--- config.mk ---
export PLATFORM = sky130hd
export DESIGN_NAME = pico_cmd_decoder_flat
export DESIGN_NICKNAME = d
export VERILOG_FILES = /design/src/rtl/psec5_regmap_pkg.sv /design/src/rtl/pico_cmd_decoder_if.sv /design/src/rtl/s2p_register.sv /design/src/rtl/pico_cmd_decoder.sv /design/src/flat_wrapper.sv
export SDC_FILE = /design/constraint.sdc
export NUM_CORES = 1
export LEC_CHECK = 0
export CORE_ASPECT_RATIO = 1.5
export CORE_MARGIN = 4
export CORE_UTILIZATION = 45
export CTS_BUF_LIST = sky130_fd_sc_hd__clkbuf_4 sky130_fd_sc_hd__clkbuf_8
export CTS_CLUSTER_SIZE = 10
export DETAILED_ROUTE_END_ITERATION = 12
export PLACE_DENSITY = 0.67
export SETUP_SLACK_MARGIN = 0.5
export SLEW_MARGIN = 0
export SYNTH_ARGS = -nofsm -noshare
export SYNTH_HDL_FRONTEND = slang
export SYNTH_HIERARCHICAL = 1
export SYNTH_SLANG_ARGS = --single-unit
--- constraint.sdc ---
create_clock -name sclk -period 2.13 [get_ports sclk]
set_input_delay 0.213 -clock sclk [delete_from_list [all_inputs] [get_ports sclk]]
set_output_delay 0.213 -clock sclk [all_outputs]
set_load 0.005 [all_outputs]
--- src/rtl/psec5_regmap_pkg.sv ---
// rtl/psec5_regmap_pkg.sv - register map, command format and decoder state type
package psec5_regmap_pkg;

    localparam logic [6:0] ADDR_RESERVED  = 7'd0;
    localparam logic [6:0] ADDR_TRIG_MASK = 7'd1;
    localparam logic [6:0] ADDR_INSTR     = 7'd2;
    localparam logic [6:0] ADDR_MODE      = 7'd3;
    localparam int unsigned NUM_REGS      = 59;
    localparam int unsigned WR_FLAG_BIT   = 7;

    typedef enum logic [1:0] {
        S_ADDR  = 2'd0,
        S_WDATA = 2'd1,
        S_RDATA = 2'd2
    } dec_state_e;

    function automatic logic is_writable(input logic [6:0] addr);
        return (addr == ADDR_TRIG_MASK) || (addr == ADDR_INSTR) || (addr == ADDR_MODE);
    endfunction

endpackage

--- src/rtl/pico_cmd_decoder_if.sv ---
// rtl/pico_cmd_decoder_if.sv - host serial input and decoded register outputs
interface pico_cmd_decoder_if;

    logic       serial_in;
    logic [7:0] control_signal;
    logic [7:0] trigger_channel_mask;
    logic [7:0] instruction;
    logic [7:0] mode;
    logic       wr_strobe;
    logic       instr_valid;
    logic       frame_err;

    modport master (
        output serial_in,
        input  control_signal, trigger_channel_mask, instruction, mode,
        input  wr_strobe, instr_valid, frame_err
    );

    modport slave (
        input  serial_in,
        output control_signal, trigger_channel_mask, instruction, mode,
        output wr_strobe, instr_valid, frame_err
    );

endinterface

--- src/rtl/s2p_register.sv ---
// rtl/s2p_register.sv - LSB-first deserialiser with free-running bit counter
module s2p_register (
    input  logic       sclk,
    input  logic       rstn,
    input  logic       serial_in,
    output logic [7:0] byte_data,
    output logic       byte_done
);

    logic [2:0] bit_cnt;
    logic [6:0] shift_reg;

    // Counter never pauses so byte slots stay aligned with the readout serialiser.
    always_ff @(posedge sclk or negedge rstn) begin
        if (!rstn) begin
            bit_cnt   <= 3'd0;
            shift_reg <= 7'd0;
        end else begin
            bit_cnt   <= bit_cnt + 3'd1;
            shift_reg <= {serial_in, shift_reg[6:1]};
        end
    end

    assign byte_data = {serial_in, shift_reg};
    assign byte_done = (bit_cnt == 3'd7);

endmodule

--- src/rtl/pico_cmd_decoder.sv ---
// rtl/pico_cmd_decoder.sv - command FSM and host-writable register file
module pico_cmd_decoder
    import psec5_regmap_pkg::*;
#(
    parameter int unsigned NUM_REGS      = psec5_regmap_pkg::NUM_REGS,
    parameter logic [7:0]  TRIG_MASK_RST = 8'h00,
    parameter logic [7:0]  INSTR_RST     = 8'h00,
    parameter logic [7:0]  MODE_RST      = 8'h00
) (
    input  logic                 sclk,
    input  logic                 rstn,
    pico_cmd_decoder_if.slave    bus
);

    logic [7:0] byte_data;
    logic       byte_done;
    logic [6:0] addr;
    logic       read_ok;
    dec_state_e state;
    logic [6:0] waddr;
    logic       drop;

    s2p_register u_s2p (
        .sclk      (sclk),
        .rstn      (rstn),
        .serial_in (bus.serial_in),
        .byte_data (byte_data),
        .byte_done (byte_done)
    );

    assign addr    = byte_data[6:0];
    assign read_ok = (addr != ADDR_RESERVED) && (32'(addr) <= NUM_REGS);

    always_ff @(posedge sclk or negedge rstn) begin
        if (!rstn) begin
            state                    <= S_ADDR;
            waddr                    <= ADDR_RESERVED;
            drop                     <= 1'b0;
            bus.control_signal       <= 8'h00;
            bus.trigger_channel_mask <= TRIG_MASK_RST;
            bus.instruction          <= INSTR_RST;
            bus.mode                 <= MODE_RST;
            bus.wr_strobe            <= 1'b0;
            bus.instr_valid          <= 1'b0;
            bus.frame_err            <= 1'b0;
        end else begin
            bus.wr_strobe   <= 1'b0;
            bus.instr_valid <= 1'b0;
            bus.frame_err   <= 1'b0;
            if (byte_done) begin
                case (state)
                    S_ADDR: begin
                        if (byte_data[WR_FLAG_BIT]) begin
                            // Bad write addresses still consume their data byte.
                            waddr <= addr;
                            drop  <= !is_writable(addr);
                            state <= S_WDATA;
                        end else begin
                            bus.control_signal <= read_ok ? {1'b0, addr} : 8'h00;
                            bus.frame_err      <= !read_ok;
                            state              <= S_RDATA;
                        end
                    end
                    S_WDATA: begin
                        if (drop) begin
                            bus.frame_err <= 1'b1;
                        end else begin
                            bus.wr_strobe <= 1'b1;
                            case (waddr)
                                ADDR_TRIG_MASK: bus.trigger_channel_mask <= byte_data;
                                ADDR_INSTR: begin
                                    bus.instruction <= byte_data;
                                    bus.instr_valid <= 1'b1;
                                end
                                ADDR_MODE:      bus.mode <= byte_data;
                                default:        ;
                            endcase
                        end
                        state <= S_ADDR;
                    end
                    default: state <= S_ADDR;
                endcase
            end
        end
    end

endmodule

--- src/flat_wrapper.sv ---
// flat-port wrapper written by rule: the top's interface ports become plain ports
module pico_cmd_decoder_flat import psec5_regmap_pkg::*;
#(
    parameter int unsigned NUM_REGS      = psec5_regmap_pkg::NUM_REGS,
    parameter logic [7:0]  TRIG_MASK_RST = 8'h00,
    parameter logic [7:0]  INSTR_RST     = 8'h00,
    parameter logic [7:0]  MODE_RST      = 8'h00
)
  (sclk, rstn, bus_serial_in, bus_control_signal, bus_trigger_channel_mask, bus_instruction, bus_mode, bus_wr_strobe, bus_instr_valid, bus_frame_err);
  pico_cmd_decoder_if bus_i ();
  input  logic sclk;
  input  logic rstn;
  input wire logic [$bits(bus_i.serial_in)-1:0] bus_serial_in;
  output wire logic [$bits(bus_i.control_signal)-1:0] bus_control_signal;
  output wire logic [$bits(bus_i.trigger_channel_mask)-1:0] bus_trigger_channel_mask;
  output wire logic [$bits(bus_i.instruction)-1:0] bus_instruction;
  output wire logic [$bits(bus_i.mode)-1:0] bus_mode;
  output wire logic [$bits(bus_i.wr_strobe)-1:0] bus_wr_strobe;
  output wire logic [$bits(bus_i.instr_valid)-1:0] bus_instr_valid;
  output wire logic [$bits(bus_i.frame_err)-1:0] bus_frame_err;
  assign bus_i.serial_in = bus_serial_in;
  assign bus_control_signal = bus_i.control_signal;
  assign bus_trigger_channel_mask = bus_i.trigger_channel_mask;
  assign bus_instruction = bus_i.instruction;
  assign bus_mode = bus_i.mode;
  assign bus_wr_strobe = bus_i.wr_strobe;
  assign bus_instr_valid = bus_i.instr_valid;
  assign bus_frame_err = bus_i.frame_err;
  pico_cmd_decoder #(.NUM_REGS(NUM_REGS), .TRIG_MASK_RST(TRIG_MASK_RST), .INSTR_RST(INSTR_RST), .MODE_RST(MODE_RST)) u_core (.sclk(sclk), .rstn(rstn), .bus(bus_i));
endmodule
==> results of run 1 <==
[layout make-up]
class	instances	area share [%]
clock inverters	1	0.191
well taps	48	2.29
repair buffers	43	15.6
multi-input cells	65	26.5
flip-flops and latches	54	51.5
clock buffers	7	3.43
inverters	3	0.429
[metal layers]
| layer | vias up | share of wire (%) | global-route usage [%] |
|---|---|---|---|
| met4 | 0 | 0.99 | 4.86 |
| met3 | 5 | 2.9 | 3.84 |
| li1 | 538 | - | - |
| met5 | - | 0 | 0 |
| met2 | 24 | 55 | 27.2 |
| met1 | 643 | 41 | 18.4 |
[path summary, 6_finish.rpt]
| path | endpoint | cells after the start | from |
|---|---|---|---|
| min in group asynchronous | u_core/bus.control_signal[6] | 2 | rstn |
| worst min-delay path | u_core/u_s2p/bit_cnt[0] | 1 | u_core/u_s2p/bit_cnt[0] |
| worst max-delay path | u_core/bus.trigger_channel_mask[0] | 5 | u_core/u_s2p/bit_cnt[0] |
| max in group asynchronous | u_core/bus.instruction[5] | 3 | rstn |
| worst min register to register | u_core/u_s2p/bit_cnt[0] | 1 | u_core/u_s2p/bit_cnt[0] |
| worst max register to register | u_core/bus.trigger_channel_mask[0] | 5 | u_core/u_s2p/bit_cnt[0] |
[stage by stage]
stage,power [mW],instance area [um2]
after floorplan,1.20,2080
after global placement,1.27,2470
after detailed placement,1.28,2470
after CTS,1.87,2610
after global routing,1.93,2630
final,1.84,2630
[what timing repair did]
item	CTS	global route
hold buffers	1	0
pin swaps	2	0
setup buffers	2	1
hold endpoints to repair	30	0
gates cloned	0	0
resized for setup	4	1
setup endpoints to repair	37	38
[logic make-up after synthesis]
| kind of cell | after synthesis | share of synthesized area (%) |
|---|---|---|
| DFF | 54 | 65.2 |
| other | 1 | 0.181 |
| adders and majority gates | 2 | 1.21 |
| and+or+nand+nor | 19 | 9.54 |
| buffers and inverters | 8 | 2.42 |
| muxes | 31 | 16.8 |
| AOI/OAI and AO/OA | 12 | 4.59 |
[worst reg2reg max path, stage by stage (launching register included)]
cell and delay, ns:
dfrtp_1 0.37, ha_2 0.19, ha_4 0.14, and4bb_4 0.30, nand4_4 0.21, mux2_4 0.37
[cell usage in the layout (no fill, tap or decap), drive strengths merged]
cell type      count
a22o               6
mux2              31
inv                3
nor2b              2
nor2               5
and4               1
clkinv             1
dfrtp             54
nor3               1
ha                 2
dlygate4sd3        1
clkdlybuf4s50     35
clkbuf             7
a21oi              1
nor4bb             1
nor4               1
buf                7
a21o               1
conb               1
or4b               1
and4bb             1
and2               2
nand2              1
o32ai              1
a41o               1
nand4              3
o21ai              1
a31oi              1
[power by group through the flow]
| stage | Clock (mW) | Combinational, mW | Sequential [mW] |
|---|---|---|---|
| 4_1_cts | 0.602 | 0.144 | 1.12 |
| 3_3_place_gp | 0 | 0.137 | 1.14 |
| 5_1_grt | 0.643 | 0.156 | 1.13 |
| 2_1_floorplan | 0 | 0.0721 | 1.13 |
| 6_report | 0.579 | 0.140 | 1.12 |
| 3_5_place_dp | 0 | 0.141 | 1.14 |
==> flow_metrics.tcl, run 1 <==
set metrics [dict create \
    syn-num-nets 132 \
    die_area_um2 5780 \
    critPathCaptureType "flip-flop" \
    cts_sinks 54 \
    synth_common_cells "54 x dfrtp_1, 31 x mux2_2, 6 x a22o_1" \
    initial_utilization_pct 46.0 \
    coreArea_um2 4500 \
    start_kind "flip-flop" \
    rrSetupSlack_ns 0.45 \
    clock_path_buffers 2 \
    seq_area_frac_synth_pct 65.2 \
    synthArstFlopShare_pct 100 \
    synth_area_leaders "dfrtp_1 65%, mux2_2 17%, nand4_4 3.1%" \
    yosysUniqueCellTypes 28 \
    final_max_slew_viol_count 0 \
    pwr-share-seq_pct 60.9 \
    synth_cells 127 \
    wire_per_inst_um 18.3 \
    maxSlewHeadroom_pct 53.1 \
    power.switching_uw 418 \
    grt_overflow 0 \
    post-route-period-util_pct 79.1 \
    htreeDepth 2 \
    whs_ns 0.440 \
    setup_viol_count_final 0 \
    layout-drive-gt1-share_pct 32.4 \
    port_buffers 36 \
    path_clk_slew_ns 0.09 \
    drt-total-wl_um 4050 \
    gp_congestion 0.775 \
    viasPerCell 5.48 \
    p_leak_nw 1.25 \
    multi_input_area_um2 697 \
    synth_area_um2 2070 \
    swShare_pct 22.7 \
    final_cells 221 \
    num_rows 30 \
    largestRegisters "u_core/bus.instruction: 8 flops, u_core/bus.mode: 8 flops, u_core/bus.trigger_channel_mask: 8 flops" \
    crit_type "flip-flop to flip-flop" \
    crit_buf_inv 0 \
    cp_data_arrival_time_ns 1.86 \
    dp_hpwl_um 2840 \
    antenna_cells 0 \
    finalSetupTns_ns 0 \
    die_x_um 63.4 \
    ys_warn_count 6 \
    finalHoldViolCount 0 \
    grt_pass1_wl_um 6950 \
    grt_usage_pct 15.5 \
    syn_avg_cell_area_um2 16.3 \
    pin_count 38 \
    layout.nets 177 \
    finalWorstSetupSlack_ns 0.445 \
    n_fill_cell 373 \
    ys.flop_type "dfrtp_1" \
    period_minus_slack_ns 1.68 \
    synth_top_area_share_pct 65.2 \
    drc_errors 0 \
    ys_ff_latch 54 \
    final_core_util_pct 58.3 \
    clk-insertion-delay-late_ns 0.29 \
    ant_nets 0 \
    dp.cells 209 \
    numCtsBuffers 5 \
    seqCellArea_um2 1350 \
    synth_most_common_cell "dfrtp_1" \
    fmax_mhz 594 \
    dr.pass1.iters 4 \
    critical_path_peak_fanout 8 \
    grt_max_degree 33 \
    crit_chain "ha_2, ha_4, and4bb_4, nand4_4, mux2_4" \
    clkPwrFrac_pct 31.5 \
    cts_tree "built" \
    critPathTopFamily "simple AND/OR/NAND/NOR gates" \
    antenna_found_initial 0 \
    synth.largest_area_cell "dfrtp_1" \
    pre_cts_ws_ns 0.322 \
    worst_pin_slew_ns 0.704 \
    finalClockSkew_ns 0.00566 \
    critPathRequiredTime_ns 2.31 \
    synth-edff-count 0 \
    crit_path_max_incr_delay_ns 0.37 \
    drv_cap 0 \
    outcome "finished, final reports clean" \
    intPower_mw 1.42 \
    grt_setup_unrepaired "true" \
    drt_first_iter_violations 40 \
    pwr-share-comb_pct 7.6 \
    cts_root_buf "clkbuf_8" \
    vdd_drop_max_v 0.000472 \
    die_height_um 91.1 \
    syn_to_final_growth_pct 26.7 \
    crit_slowest_cell "dfrtp_1" \
    grt_pass1_vias 1365 \
    min_path_type "flip-flop to flip-flop" \
    via_count 1210 \
    power.density_nw_per_um2 700 \
]
No activity file was read; power rests on OpenSTA's default activity.
==> inputs of run 2 (changes only) <==
--- a/config.mk
+++ b/config.mk
@@ -11,7 +11,7 @@
 export CTS_BUF_LIST = sky130_fd_sc_hd__clkbuf_4 sky130_fd_sc_hd__clkbuf_8
 export CTS_CLUSTER_SIZE = 10
 export DETAILED_ROUTE_END_ITERATION = 12
-export PLACE_DENSITY = 0.67
+export PLACE_DENSITY = 0.7
 export SETUP_SLACK_MARGIN = 0.5
 export SLEW_MARGIN = 0
 export SYNTH_ARGS = -nofsm -noshare
==> constraint.sdc (replaced) <==
create_clock -name sclk -period 1.45 [get_ports sclk]
set_input_delay 0.145 -clock sclk [delete_from_list [all_inputs] [get_ports sclk]]
set_output_delay 0.145 -clock sclk [all_outputs]
set_load 0.005 [all_outputs]
==> flow_metrics.tcl, run 2 (same netlist as run 1, synthesis figures left out) <==
set metrics [dict create \
    die_area_um2 5780 \
    final_common_cell "dfrtp_1" \
    layout.nets 202 \
    port_buffers 36 \
    violations "negative setup slack" \
    final_max_slew_viol_count 0 \
    critPathCaptureType "flip-flop" \
    initial_utilization_pct 46.0 \
    clock_path_buffers 2 \
    pin_count 38 \
    num_rows 30 \
    finalWorstSetupSlack_ns -0.307 \
    finalHoldViolCount 0 \
    grt_pass1_vias 1437 \
    largestRegisters "u_core/bus.instruction: 8 flops, u_core/bus.mode: 8 flops, u_core/bus.trigger_channel_mask: 8 flops" \
    crit_type "flip-flop to flip-flop" \
    p_leak_nw 1.51 \
    setup_viol_count_final 41 \
    period_minus_slack_ns 1.76 \
    antenna_cells 0 \
    start_kind "flip-flop" \
    seqCellArea_um2 1350 \
    final_cells 246 \
    drt-total-wl_um 4510 \
    reg2reg_depth 5 \
    min_path_type "primary input to asynchronous set/reset pin" \
    grt_overflow 0 \
    critical_path_peak_fanout 8 \
    dp_hpwl_um 2990 \
    syn_to_final_growth_pct 33.7 \
    post-route-period-util_pct 121 \
    die_x_um 63.4 \
    coreArea_um2 4500 \
    htreeDepth 2 \
    finalClockSkew_ns 0.0117 \
    dp.cells 217 \
    n_fill_cell 361 \
    grt_usage_pct 16.6 \
    outcome "complete, but fails checks" \
    drc_errors 0 \
    grt_setup_unrepaired "true" \
    whs_ns 0.280 \
    numCtsBuffers 5 \
    cts_root_buf "clkbuf_8" \
    dr.pass1.iters 4 \
    antenna_found_initial 0 \
    gp_congestion 0.825 \
    cts_sinks 54 \
    cp_data_arrival_time_ns 1.95 \
    layout-drive-gt1-share_pct 60.1 \
    clk-insertion-delay-late_ns 0.31 \
    fmax_mhz 569 \
    multi_input_area_um2 813 \
    cts_tree "built" \
    drv_cap 0 \
    mostFrequentLayoutCells "54 x dfrtp_1, 34 x buf_2, 28 x buf_4, 21 x mux2_4, 10 x mux2_2" \
    ant_nets 0 \
    via_count 1298 \
    finalSetupTns_ns -9.92 \
    viasPerCell 5.28 \
    critPathRequiredTime_ns 1.64 \
    path_clk_slew_ns 0.10 \
    vdd_drop_max_v 0.000619 \
    wire_per_inst_um 18.3 \
    drt_first_iter_violations 41 \
    die_height_um 91.1 \
    grt_pass1_wl_um 7370 \
    power.density_nw_per_um2 999 \
    grt_max_degree 34 \
]
run 2: changes by cell type in the layout (fill, tap and decap cells not counted), sizes merged:
| cell | before | now |
|---|---|---|
| clkdlybuf4s50 | 35 | 1 |
| or4b | 1 | 2 |
| clkinvlp | 0 | 1 |
| buf | 7 | 64 |
run 2: cell type report:
type / count / area share (%)
multi-input combinational: 66 / 29.4
inverter: 3 / 0.407
clock inverter: 2 / 0.452
tap: 48 / 2.17
timing repair buffer: 67 / 15.9
clock buffer: 6 / 2.98
sequential: 54 / 48.8
run 2: where the power goes:
part	total, mW	switching [mW]	leakage, nW	internal, mW
clock	0.865	0.480	0.0472	0.385
combinational	0.257	0.118	0.758	0.140
sequential	1.64	0.0711	0.702	1.57
run 2: routing by layer:
metal / GRT usage [%] / vias to the layer above / share of wire, %
li1: - / 596 / -
met1: 20.6 / 670 / 42
met2: 27.5 / 26 / 53
met3: 3.71 / 6 / 3.5
met4: 7.57 / 0 / 1.8
met5: 0 / - / 0
run 2: repair_timing:
item	4_1_cts	5_1_grt
hold buffers	1	0
hold endpoints to repair	21	0
pin swaps	1	4
gates cloned	0	1
gates resized for setup	137	7
endpoints found under the setup margin	78	111
buffers inserted	12	7
run 2: path summary, 6_finish.rpt:
kind,startpoint,endpoint,slack (ns)
max,u_core/u_s2p/bit_cnt[0],u_core/bus.trigger_channel_mask[1],-0.31
min,rstn,u_core/bus.instruction[3],0.28
max reg2reg,u_core/u_s2p/bit_cnt[0],u_core/bus.trigger_channel_mask[1],-0.31
min reg2reg,u_core/bus.trigger_channel_mask[7],u_core/bus.trigger_channel_mask[7],0.51
max in group asynchronous,rstn,u_core/bus.trigger_channel_mask[1],0.69
min in group sclk,u_core/bus.trigger_channel_mask[7],u_core/bus.trigger_channel_mask[7],0.51
run 2: stage by stage:
stage | util (%) | worst slack, ns | total power, mW | cell area (um2)
after floorplan | - | -0.167 | 1.79 | 2180
after global placement | 58.9 | -0.270 | 1.92 | 2650
after detailed placement | 58.9 | -0.323 | 1.93 | 2650
after CTS | 59.5 | -0.293 | 2.79 | 2680
after global routing | 61.5 | -0.383 | 2.88 | 2770
final | 61.5 | -0.307 | 2.77 | 2770
run 2: critical path, cell delays in order (launching register included):
cell      delay, ns
dfrtp_1        0.38
ha_2           0.20
ha_4           0.15
and4bb_4       0.31
nand4_4        0.24
mux2_4         0.36
